File: src/rtl/counter_pkg.sv
// Shared types for the up/down counter: boundary modes and hold-FSM states.
package counter_pkg;

    typedef enum logic [1:0] {
        MODE_WRAP    = 2'b00,
        MODE_SAT     = 2'b01,
        MODE_ONESHOT = 2'b10,
        MODE_RSVD    = 2'b11   // behaves as wrap
    } mode_t;

    typedef enum logic {
        ST_RUN  = 1'b0,
        ST_HOLD = 1'b1
    } state_t;

    function automatic logic is_oneshot(input mode_t m);
        return m == MODE_ONESHOT;
    endfunction

endpackage

File: src/rtl/counter_if.sv
// Control/status bundle for counter_mod; master drives controls, slave is the counter.
interface counter_if #(
    parameter int unsigned WIDTH  = 8,
    parameter int unsigned STEP_W = 4
) ();

    logic              en;
    logic              dir;
    logic [STEP_W-1:0] step;
    logic [WIDTH-1:0]  limit;
    logic [1:0]        mode;
    logic              load;
    logic [WIDTH-1:0]  load_val;
    logic              clr_ovf;
    logic [WIDTH-1:0]  count;
    logic              tc;
    logic              ovf;
    logic              done;
    logic              at_zero;
    logic              at_max;

    modport master (
        output en, dir, step, limit, mode, load, load_val, clr_ovf,
        input  count, tc, ovf, done, at_zero, at_max
    );

    modport slave (
        input  en, dir, step, limit, mode, load, load_val, clr_ovf,
        output count, tc, ovf, done, at_zero, at_max
    );

endinterface

File: src/rtl/counter_step_alu.sv
// Combinational next-count evaluation for one taken step, including boundary handling.
module counter_step_alu
    import counter_pkg::*;
#(
    parameter int unsigned WIDTH  = 8,
    parameter int unsigned STEP_W = 4
) (
    input  logic [WIDTH-1:0]  count_i,
    input  logic [STEP_W-1:0] step_i,
    input  logic [WIDTH-1:0]  limit_i,
    input  logic              dir_i,
    input  mode_t             mode_i,
    output logic [WIDTH-1:0]  count_o,
    output logic              tc_o,
    output logic              cross_o,
    output logic              hold_o
);

    // Two guard bits so sums and the modulus never overflow.
    localparam int unsigned AW = WIDTH + 2;

    logic [AW-1:0] lim;
    logic [AW-1:0] stp;
    logic [AW-1:0] modulus;
    logic [AW-1:0] base;
    logic [AW-1:0] sum;
    logic [AW-1:0] dif;
    logic [AW-1:0] wrap_up;
    logic [AW-1:0] wrap_dn;

    // Evaluate the step from a base clamped into 0..limit.
    always_comb begin
        lim     = AW'(limit_i);
        stp     = AW'(step_i);
        modulus = lim + AW'(1);
        base    = (count_i > limit_i) ? lim : AW'(count_i);
        sum     = base + stp;
        dif     = base - stp;
        wrap_up = sum - modulus;
        wrap_dn = base + modulus - stp;

        count_o = base[WIDTH-1:0];
        tc_o    = 1'b0;
        cross_o = 1'b0;

        if (dir_i) begin
            if (sum <= lim) begin
                count_o = sum[WIDTH-1:0];
                tc_o    = (sum == lim);
            end else begin
                tc_o    = 1'b1;
                cross_o = 1'b1;
                case (mode_i)
                    MODE_SAT, MODE_ONESHOT: count_o = limit_i;
                    default:                count_o = (wrap_up > lim) ? '0 : wrap_up[WIDTH-1:0];
                endcase
            end
        end else begin
            if (base >= stp) begin
                count_o = dif[WIDTH-1:0];
                tc_o    = (dif == '0);
            end else begin
                tc_o    = 1'b1;
                cross_o = 1'b1;
                case (mode_i)
                    MODE_SAT, MODE_ONESHOT: count_o = '0;
                    // base + M < step means the wrapped value would be negative
                    default: count_o = ((base + modulus) < stp) ? '0 : wrap_dn[WIDTH-1:0];
                endcase
            end
        end

        hold_o = is_oneshot(mode_i) && tc_o;
    end

endmodule

File: src/rtl/counter_mod.sv
// Up/down counter with runtime modulus, variable step, load, and wrap/sat/one-shot modes.
module counter_mod
    import counter_pkg::*;
#(
    parameter int unsigned WIDTH  = 8,
    parameter int unsigned STEP_W = 4
) (
    input  logic      clk,
    input  logic      rst,
    counter_if.slave  bus
);

    logic [WIDTH-1:0] count_q;
    logic             tc_q;
    logic             ovf_q;
    state_t           state_q;

    logic [WIDTH-1:0] alu_count;
    logic             alu_tc;
    logic             alu_cross;
    logic             alu_hold;
    logic [WIDTH-1:0] load_clamped;
    logic             step_taken;
    mode_t            mode;

    assign mode         = mode_t'(bus.mode);
    assign load_clamped = (bus.load_val > bus.limit) ? bus.limit : bus.load_val;
    assign step_taken   = !bus.load && bus.en && (state_q == ST_RUN) && (bus.step != '0);

    counter_step_alu #(
        .WIDTH  (WIDTH),
        .STEP_W (STEP_W)
    ) u_alu (
        .count_i (count_q),
        .step_i  (bus.step),
        .limit_i (bus.limit),
        .dir_i   (bus.dir),
        .mode_i  (mode),
        .count_o (alu_count),
        .tc_o    (alu_tc),
        .cross_o (alu_cross),
        .hold_o  (alu_hold)
    );

    // Count, terminal pulse, sticky overflow and RUN/HOLD state.
    always_ff @(posedge clk) begin
        if (rst) begin
            count_q <= '0;
            tc_q    <= 1'b0;
            ovf_q   <= 1'b0;
            state_q <= ST_RUN;
        end else begin
            // Set wins over clear.
            if (step_taken && alu_cross) begin
                ovf_q <= 1'b1;
            end else if (bus.clr_ovf) begin
                ovf_q <= 1'b0;
            end

            if (bus.load) begin
                count_q <= load_clamped;
                tc_q    <= 1'b0;
                state_q <= ST_RUN;
            end else if (step_taken) begin
                count_q <= alu_count;
                tc_q    <= alu_tc;
                if (alu_hold) begin
                    state_q <= ST_HOLD;
                end
            end else begin
                tc_q <= 1'b0;
                if (state_q == ST_HOLD && !is_oneshot(mode)) begin
                    state_q <= ST_RUN;
                end
            end
        end
    end

    assign bus.count   = count_q;
    assign bus.tc      = tc_q;
    assign bus.ovf     = ovf_q;
    assign bus.done    = (state_q == ST_HOLD);
    assign bus.at_zero = (count_q == '0);
    assign bus.at_max  = (count_q == bus.limit);

endmodule

File: src/flat_wrapper.sv
// flat-port wrapper written by rule: the top's interface ports become plain ports
module counter_mod_flat import counter_pkg::*;
#(
    parameter int unsigned WIDTH  = 8,
    parameter int unsigned STEP_W = 4
)
  (clk, rst, bus_en, bus_dir, bus_step, bus_limit, bus_mode, bus_load, bus_load_val, bus_clr_ovf, bus_count, bus_tc, bus_ovf, bus_done, bus_at_zero, bus_at_max);
  counter_if #(.WIDTH(WIDTH), .STEP_W(STEP_W)) bus_i ();
  input  logic clk;
  input  logic rst;
  input wire logic [$bits(bus_i.en)-1:0] bus_en;
  input wire logic [$bits(bus_i.dir)-1:0] bus_dir;
  input wire logic [$bits(bus_i.step)-1:0] bus_step;
  input wire logic [$bits(bus_i.limit)-1:0] bus_limit;
  input wire logic [$bits(bus_i.mode)-1:0] bus_mode;
  input wire logic [$bits(bus_i.load)-1:0] bus_load;
  input wire logic [$bits(bus_i.load_val)-1:0] bus_load_val;
  input wire logic [$bits(bus_i.clr_ovf)-1:0] bus_clr_ovf;
  output wire logic [$bits(bus_i.count)-1:0] bus_count;
  output wire logic [$bits(bus_i.tc)-1:0] bus_tc;
  output wire logic [$bits(bus_i.ovf)-1:0] bus_ovf;
  output wire logic [$bits(bus_i.done)-1:0] bus_done;
  output wire logic [$bits(bus_i.at_zero)-1:0] bus_at_zero;
  output wire logic [$bits(bus_i.at_max)-1:0] bus_at_max;
  assign bus_i.en = bus_en;
  assign bus_i.dir = bus_dir;
  assign bus_i.step = bus_step;
  assign bus_i.limit = bus_limit;
  assign bus_i.mode = bus_mode;
  assign bus_i.load = bus_load;
  assign bus_i.load_val = bus_load_val;
  assign bus_i.clr_ovf = bus_clr_ovf;
  assign bus_count = bus_i.count;
  assign bus_tc = bus_i.tc;
  assign bus_ovf = bus_i.ovf;
  assign bus_done = bus_i.done;
  assign bus_at_zero = bus_i.at_zero;
  assign bus_at_max = bus_i.at_max;
  counter_mod #(.WIDTH(WIDTH), .STEP_W(STEP_W)) u_core (.clk(clk), .rst(rst), .bus(bus_i));
endmodule
File: config.mk
export PLATFORM = sky130hd
export DESIGN_NAME = counter_mod_flat
export DESIGN_NICKNAME = d
export VERILOG_FILES = /design/src/rtl/counter_pkg.sv /design/src/rtl/counter_if.sv /design/src/rtl/counter_step_alu.sv /design/src/rtl/counter_mod.sv /design/src/flat_wrapper.sv
export SDC_FILE = /design/constraint.sdc
export NUM_CORES = 1
export LEC_CHECK = 0
export BUFFER_PORTS_ARGS = -buffer_cell sky130_fd_sc_hd__buf_4
export CELL_PAD_IN_SITES_DETAIL_PLACEMENT = 0
export CELL_PAD_IN_SITES_GLOBAL_PLACEMENT = 2
export CORE_UTILIZATION = 32
export CTS_BUF_LIST = sky130_fd_sc_hd__clkbuf_2
export CTS_CLUSTER_DIAMETER = 150
export DETAILED_ROUTE_END_ITERATION = 7
export GPL_TIMING_DRIVEN = 0
export PLACE_DENSITY_LB_ADDON = 0.1
export SYNTH_ARGS = -nofsm -noshare
export SYNTH_HDL_FRONTEND = slang
export SYNTH_SLANG_ARGS = --single-unit
File: constraint.sdc
create_clock -name clk -period 7.51 [get_ports clk]
set_clock_uncertainty 0.15 [all_clocks]
set_input_delay 1.502 -clock clk [delete_from_list [all_inputs] [get_ports clk]]
set_output_delay 1.502 -clock clk [all_outputs]
set_load 0.05 [all_outputs]
# Word level (Yosys, flattened, before mapping)
# Cells that the tools add are included.
word_totals:
  output_inout_bits: 13
  latch_bits: 0
  romBits: 0
  memories: 0
  word_cells: 63
  ram_bits: 0
  register_bits: 11
  input_bits: 28
classes:
  n_reduce_logical: 18
  addsub: 6
  n_shift: 0
  muxes: 22
  n_bitwise: 2
  mul: 0
  n_eq_ne: 5
  div: 0
  order_cmp: 6
op_table:
  columns: ["operator", "n"]
  rows:
  - ["8-bit two-way mux", 11]
  - ["8-bit > comparator", 2]
  - ["1-bit two-way mux", 11]
  - ["8-bit by 9-bit adder with 10-bit output", 1]
  - ["10-bit by 8-bit > comparator with 1-bit output", 1]
  - ["10-bit zero test", 1]
  - ["10-bit by 4-bit less-than comparator with 1-bit output", 1]
  - ["9-bit by 10-bit subtractor with 10-bit output", 1]
  - ["8-bit by 1-bit adder with 9-bit output (second input constant)", 1]
  - ["8-bit by 4-bit adder with 9-bit output", 1]
  - ["9-bit by 8-bit == test with 1-bit output", 1]
  - ["9-bit by 8-bit <= comparator with 1-bit output", 1]
  - ["8-bit by 4-bit subtractor with 9-bit output", 1]
  - ["8-bit == test", 1]
  - ["8-bit by 4-bit greater-or-equal comparator with 1-bit output", 1]
  - ["8-bit zero test", 1]
  - ["8-bit by 4-bit subtractor with 8-bit output", 1]
  - ["1-bit logical AND", 6]
  - ["2-bit nonzero test", 3]
  - ["4-bit nonzero test", 1]
  - ["2-bit OR reduction", 2]
  - ["3-bit OR reduction", 1]
  - ["2-bit by 1-bit == test with 1-bit output (second input constant)", 1]
  - ["2-bit == test (second input constant)", 1]
  - ["other kinds (4)", 6]

# Longest topological paths before layout
logic_depth:
  depth_word: 11
  mapped_depth: 32
  mapped_depth_nobuf: 30

# Hierarchy
# Synthesis repeated with hierarchy kept, for this count alone.
unflattened:
  cells_unflattened: 492
  hier_area_um2: 3703.6
by_module_without_submodules:
  columns: ["module", "instances", "seq_area_each_um2", "area_each_um2", "cells_each"]
  rows:
  - ["counter_step_alu", 1, 0.0, 2752.6, 382]
  - ["counter_mod", 1, 220.2, 950.9, 110]

# Least setup slack after synthesis
# OpenSTA, ideal clock, no wires.
synth_path:
  kind: "input port to flip-flop"
  from: "input bus_limit[5]"
  to: "register u_core.count_q[1] (netlist: u_core.bus.count[1])"
  t_required_ps: 7274
  arrival_ps: 7310
  path_slack_ps: -37
  setup_ps: 86
  n_path_buf: 2
  cell_stages: 29
  path_cell_list: "clkbuf_1 -> inv_1 -> ha_1 -> nand4_1 -> nor2_2 -> nor2b_2 -> nor2_2 -> buf_2 -> a21o_1 -> inv_1 -> fa_1 -> o21bai_1 -> a21oi_1 -> nor2_1 -> mux2i_1 -> xor2_1 -> ha_1 -> or4_4 -> o21ai_4 -> nor2_1 -> xor2_1 -> ha_1 -> nand4_1 -> o32ai_1 -> a21o_1 -> o311a_4 -> a221o_1 -> o211ai_2 -> a221oi_2"
synth_via:
  elab_chain_cells: 11
  elab_cells_between_ends: 23
  cone_classes: "add/sub (6); order compare (6); mux (11)"
synth_rtl:
  columns: ["element", "line", "source"]
  rows:
  - ["from (decl)", "flat_wrapper.sv:14", "input wire logic [$bits(bus_i.limit)-1:0] bus_limit;"]
  - ["8-bit > comparator", "counter_step_alu.sv:36", "base = (count_i > limit_i) ? lim : AW'(count_i);"]
  - ["8-bit two-way mux", "counter_step_alu.sv:36", null]
  - ["8-bit by 4-bit adder with 9-bit output", "counter_step_alu.sv:37", "sum = base + stp;"]
  - ["9-bit by 10-bit subtractor with 10-bit output", "counter_step_alu.sv:39", "wrap_up = sum - modulus;"]
  - ["10-bit by 8-bit > comparator with 1-bit output", "counter_step_alu.sv:55", "default: count_o = (wrap_up > lim) ? '0 : wrap_up[WIDTH-1:0];"]
  - ["8-bit two-way mux", "counter_step_alu.sv:55", null]
  - ["8-bit two-way mux", "counter_step_alu.sv:53", "case (mode_i)"]
  - ["8-bit two-way mux", "counter_step_alu.sv:47", "if (sum <= lim) begin"]
  - ["8-bit two-way mux", "counter_step_alu.sv:46", "if (dir_i) begin"]
  - ["8-bit two-way mux", "counter_mod.sv:64", "end else if (step_taken) begin"]
  - ["8-bit two-way mux *", "counter_mod.sv:60", "if (bus.load) begin"]
  - ["to (signal assigned)", "counter_mod.sv:61", "count_q <= load_clamped;"]
  - ["to (signal assigned)", "counter_mod.sv:65", "count_q <= alu_count;"]
  - ["to (decl)", "counter_mod.sv:13", "logic [WIDTH-1:0] count_q;"]
# Mark *: on every way between the ends. The rest lies on a longest branch, timed or not. The select of a mux whose other input is x is not followed.
# A chain may end at the register's enable or synchronous reset.

# Worst setup path after layout
# Ends and elaborated chain as after synthesis.

==> results by stage <==
Status:
- The flow ran to the end, and the final reports show no timing, DRC or antenna violations.

Power:
- Of the total power, the share spent switching nets is 56.88%.
- The switching power total is 0.0008331 W.
- The maximum vdd drop is 129.4 uV.
- The total power density per cell area is 343.5 mW/mm^2.
- Sequential cells burn 6.4% of the power.
- The leakage power figure is 1.912 nW.
- The fraction of power consumed by the clock network is 2.3%.
- The internal cell power is 0.0006315 W.
- The share of power burned in combinational logic is 91.3%.

Floorplan:
- The starting density of the core is 33.51%.
- Measured along the x axis, the die boundary spans 106.7 um.
- The I/O pin count is 41.
- The die covers 0.01138 mm^2.
- The total area inside the core boundary comes to 0.01046 mm^2.
- After floorplanning, the core was divided into 37 placement rows.
- The die is 106.7 um tall.

Global routing:
- The first global-routing pass estimated 19.82 mm of wire.
- The maximum number of pins on one net before global-route repair is 11.
- The overall fraction of global-route tracks in use is 23.05%.
- The number of antenna violations at the first check in global routing came to 0.
- Summed over all layers, the global routing overflow is 0.
- The number of global-route vias before repair is 3,444.

Synth:
- The post-synth net total is 557.
- The number of unique standard cell types used by synthesis is 71.
- Of all flip-flops after synthesis, the portion carrying an async set or reset was 0%.
- By area the synthesized netlist is led by sky130_fd_sc_hd__ha_1 (23%), sky130_fd_sc_hd__dfxtp_1 (6.3%), sky130_fd_sc_hd__a21oi_1 (5.0%).
- The number of synthesized flops with an enable pin is 0.
- The most numerous cell in the Yosys netlist is sky130_fd_sc_hd__ha_1.
- Synthesis inferred 11 register bits.
- The commonest cells after synthesis are sky130_fd_sc_hd__ha_1 (65), sky130_fd_sc_hd__inv_1 (45), sky130_fd_sc_hd__a21oi_1 (35), sky130_fd_sc_hd__nor2_1 (33), sky130_fd_sc_hd__nand2_1 (25).
- The sequential share of the synthesized area is 6.281%.
- The average size of a mapped cell is 7.638 um^2.
- The cell area after synthesis is 0.003506 mm^2.
- For this run, the leading register cell type out of synthesis is sky130_fd_sc_hd__dfxtp_1.
- Synthesis produced 459 cells.
- The total of warnings raised by yosys is 0.
- The top-area cell type share of the netlist area is 23.20%.
- The synthesized design spends more area on one cell type than any other, namely sky130_fd_sc_hd__ha_1.

Finish:
- The share of cells above drive strength 1 is 22.63%.
- The antenna diode instance count is 0.
- The sequential standard cell area is 220.2 um^2.
- The final-layout fill cell count is 1,130.
- Once layout is done, the placed cells without fillers occupy 0.004264 mm^2.
- From synthesis to final layout, the design area changed by 21.63%.
- The total area of multi-input combinational cells is 0.003204 mm^2.
- The number of nets in the final layout is 616.

Placement:
- The worst slack after detailed placement is -1.100 ns.
- The congestion estimate from routability-driven global placement came to 0.8819.
- Detailed placement finished with a half-perimeter wire length of 10.87 mm.
- The number of buffers inserted by port buffering is 38.
- The instance area after placement is 0.003966 mm^2.

Drt:
- The first detailed-routing pass took 5 iterations.
- Once detail routing completed, the nets flagged for antenna violations numbered 0.
- Wires add up to 13.10 mm.
- After detailed routing, the average wire length per cell comes to 20.07 um.
- The detailed router finished its first iteration with 228 violations.
- The vias after detailed routing is 3,693.
- The vias per cell is 5.655.
- For this run, design rule violations remaining after detail routing come to 0.

Worst hold path:
- The class of the tightest hold or removal check is reg2reg.

Clock tree:
- The clock passes through at most 2 buffers.
- Clock tree synthesis selected as its root buffer the cell sky130_fd_sc_hd__clkbuf_2.
- CTS saw 11 sinks.
- The clock latency at the later pin of the worst-skew pair is 0.26 ns.
- The number of H-tree branching levels is 1.
- The CTS clock-pin slew for the worst setup and hold paths is 0.12 ns.
- Clock tree synthesis inserted a total of 3 buffers.
- TritonCTS built the clock tree.

Setup path:
- For this run, the slowest stage of the critical path takes 0.49 ns.
- The cell with the biggest individual delay on the critical path is sky130_fd_sc_hd__or4_4.
- The kind of capture point of the worst setup path is a flop.
- The worst reg-to-reg setup slack is 1.25 ns.
- STA classifies the critical path startpoint as a primary input.
- Among the stages of the critical path, the cell type that occurs most often is sky130_fd_sc_hd__nor2_1.
- The kind of cell adding the most delay to the critical path is compound AO/OA/AOI/OAI gates.
- The largest fanout of any net on the critical path is 10.
- The data arrival time at the worst-slack endpoint is 7.36 ns.
- The critical path buffer and inverter count is 5.
- The critical path is of the in2reg type.
- The required arrival time at the worst endpoint is 7.55 ns.

Job:
- The tool flagged a number of max-cap violations equal to 0.

STA:
- The final-report setup violation count is 0.
- After layout, the worst path uses 97.55% of the clock period.
- At the pin with the least slew margin, the transition time is 0.6591 ns.
- The post-route minimum period is 7.326 ns.
- The final-report hold violation count was 0.
- The fmax is 136.5 MHz.
- The worst path meets setup with 0.1842 ns of slack.
- The count of pins over their slew limit is 0.
- Headroom to the max-slew limit came out at 55.77%.
final cells by class:
cell class	count	area share, %
well taps	136	3.991
clock inverters	1	0.1174
multi-input cells	393	75.15
flip-flops and latches	11	5.164
inverters	46	4.577
clock buffers	3	0.3521
plain buffers	9	1.144
repair buffers	54	9.507
per-stage QoR:
step	hold slack (ns)	std cells	util (%)	power, W	setup TNS (ns)
2_1_floorplan	0.5286	459	-	0.001002	0
3_3_place_gp	0.3162	633	37.91	0.001327	-7.684
3_5_place_dp	0.3268	633	37.91	0.001333	-8.472
4_1_cts	0.3439	646	39.38	0.001391	0
5_1_grt	0.4030	653	40.76	0.001601	-0.02526
6_report	0.3437	653	40.76	0.001465	0
power by group through the flow:
stage | logic (W) | registers, W | clock network [W]
after floorplan | 0.000879 | 0.000123 | 0
after global placement | 0.00123 | 0.0000928 | 0
after detailed placement | 0.00124 | 0.0000932 | 0
after CTS | 0.00127 | 0.0000916 | 0.0000331
after global routing | 0.00147 | 0.0000966 | 0.0000359
final | 0.00134 | 0.0000944 | 0.0000331
cells by family (layout without fill, tap and decap cells):
group           Yosys count  after routing  share of synthesized area (%)
mux                      10             10                          2.891
fa+ha+maj                70             70                          26.05
simple gates            131            131                          19.49
flops                    11             11                          6.281
buf+inv                  55            113                          5.995
xor+xnor                 34             34                          8.494
compound gates          148            148                          30.80
sequential cells by signal, indices dropped and copies added, names as in the netlist:
name / flops
u_core.bus.tc: 1
u_core.bus.done: 1
u_core.bus.ovf: 1
u_core.bus.count: 8
per-layer routing:
metal  track usage (%)  part of all wire (%)
met1             32.21                    48
met2             39.26                    47
met3             1.216                   3.7
met4             4.207                   1.3
met5                 0                     0
worst register-to-register path, delay by kind of cell (launching register included):
family | cells | cell delay, ns
AOI/OAI and AO/OA | 11 | 1.99
adders and majority gates | 5 | 1.48
and+or+nand+nor | 7 | 1.28
DFF | 1 | 0.44
xor gates and xnor gates | 2 | 0.38
buffers and inverters | 3 | 0.34
muxes | 1 | 0.11
final timing paths:
path	startpoint	end	cells past startpoint
worst max-delay path	bus_limit[5]	u_core.bus.count[1]$_SDFFE_PP0P_	31
worst min-delay path	u_core.bus.done$_SDFFE_PP0P_	u_core.bus.done$_SDFFE_PP0P_	2
worst max register to register	u_core.bus.count[7]$_SDFFE_PP0P_	u_core.bus.count[1]$_SDFFE_PP0P_	29
worst min register to register	u_core.bus.done$_SDFFE_PP0P_	u_core.bus.done$_SDFFE_PP0P_	2
cell usage in the layout, fill, tap and decap left out, types with 7 or more instances in the layout:
master,n
sky130_fd_sc_hd__o21ai_0,22
sky130_fd_sc_hd__a221o_1,9
sky130_fd_sc_hd__nand2_1,25
sky130_fd_sc_hd__dfxtp_1,11
sky130_fd_sc_hd__nor2_1,33
sky130_fd_sc_hd__xnor2_1,18
sky130_fd_sc_hd__o211ai_1,7
sky130_fd_sc_hd__mux2i_1,9
sky130_fd_sc_hd__ha_1,59
sky130_fd_sc_hd__nor2b_1,9
sky130_fd_sc_hd__a21oi_1,34
sky130_fd_sc_hd__buf_4,54
sky130_fd_sc_hd__nand3_1,13
sky130_fd_sc_hd__inv_1,38
sky130_fd_sc_hd__o21a_1,8
sky130_fd_sc_hd__a21o_1,8
sky130_fd_sc_hd__xor2_1,12
repair_timing:
action / 4_1_cts / 5_1_grt
hold endpoints to repair: 0 / 0
pin swaps: 3 / 8
hold buffers: 0 / 0
resized for setup: 22 / 16
buffers inserted: 9 / 7
setup endpoints to repair: 8 / 8
(Power assumes the default switching activity.)
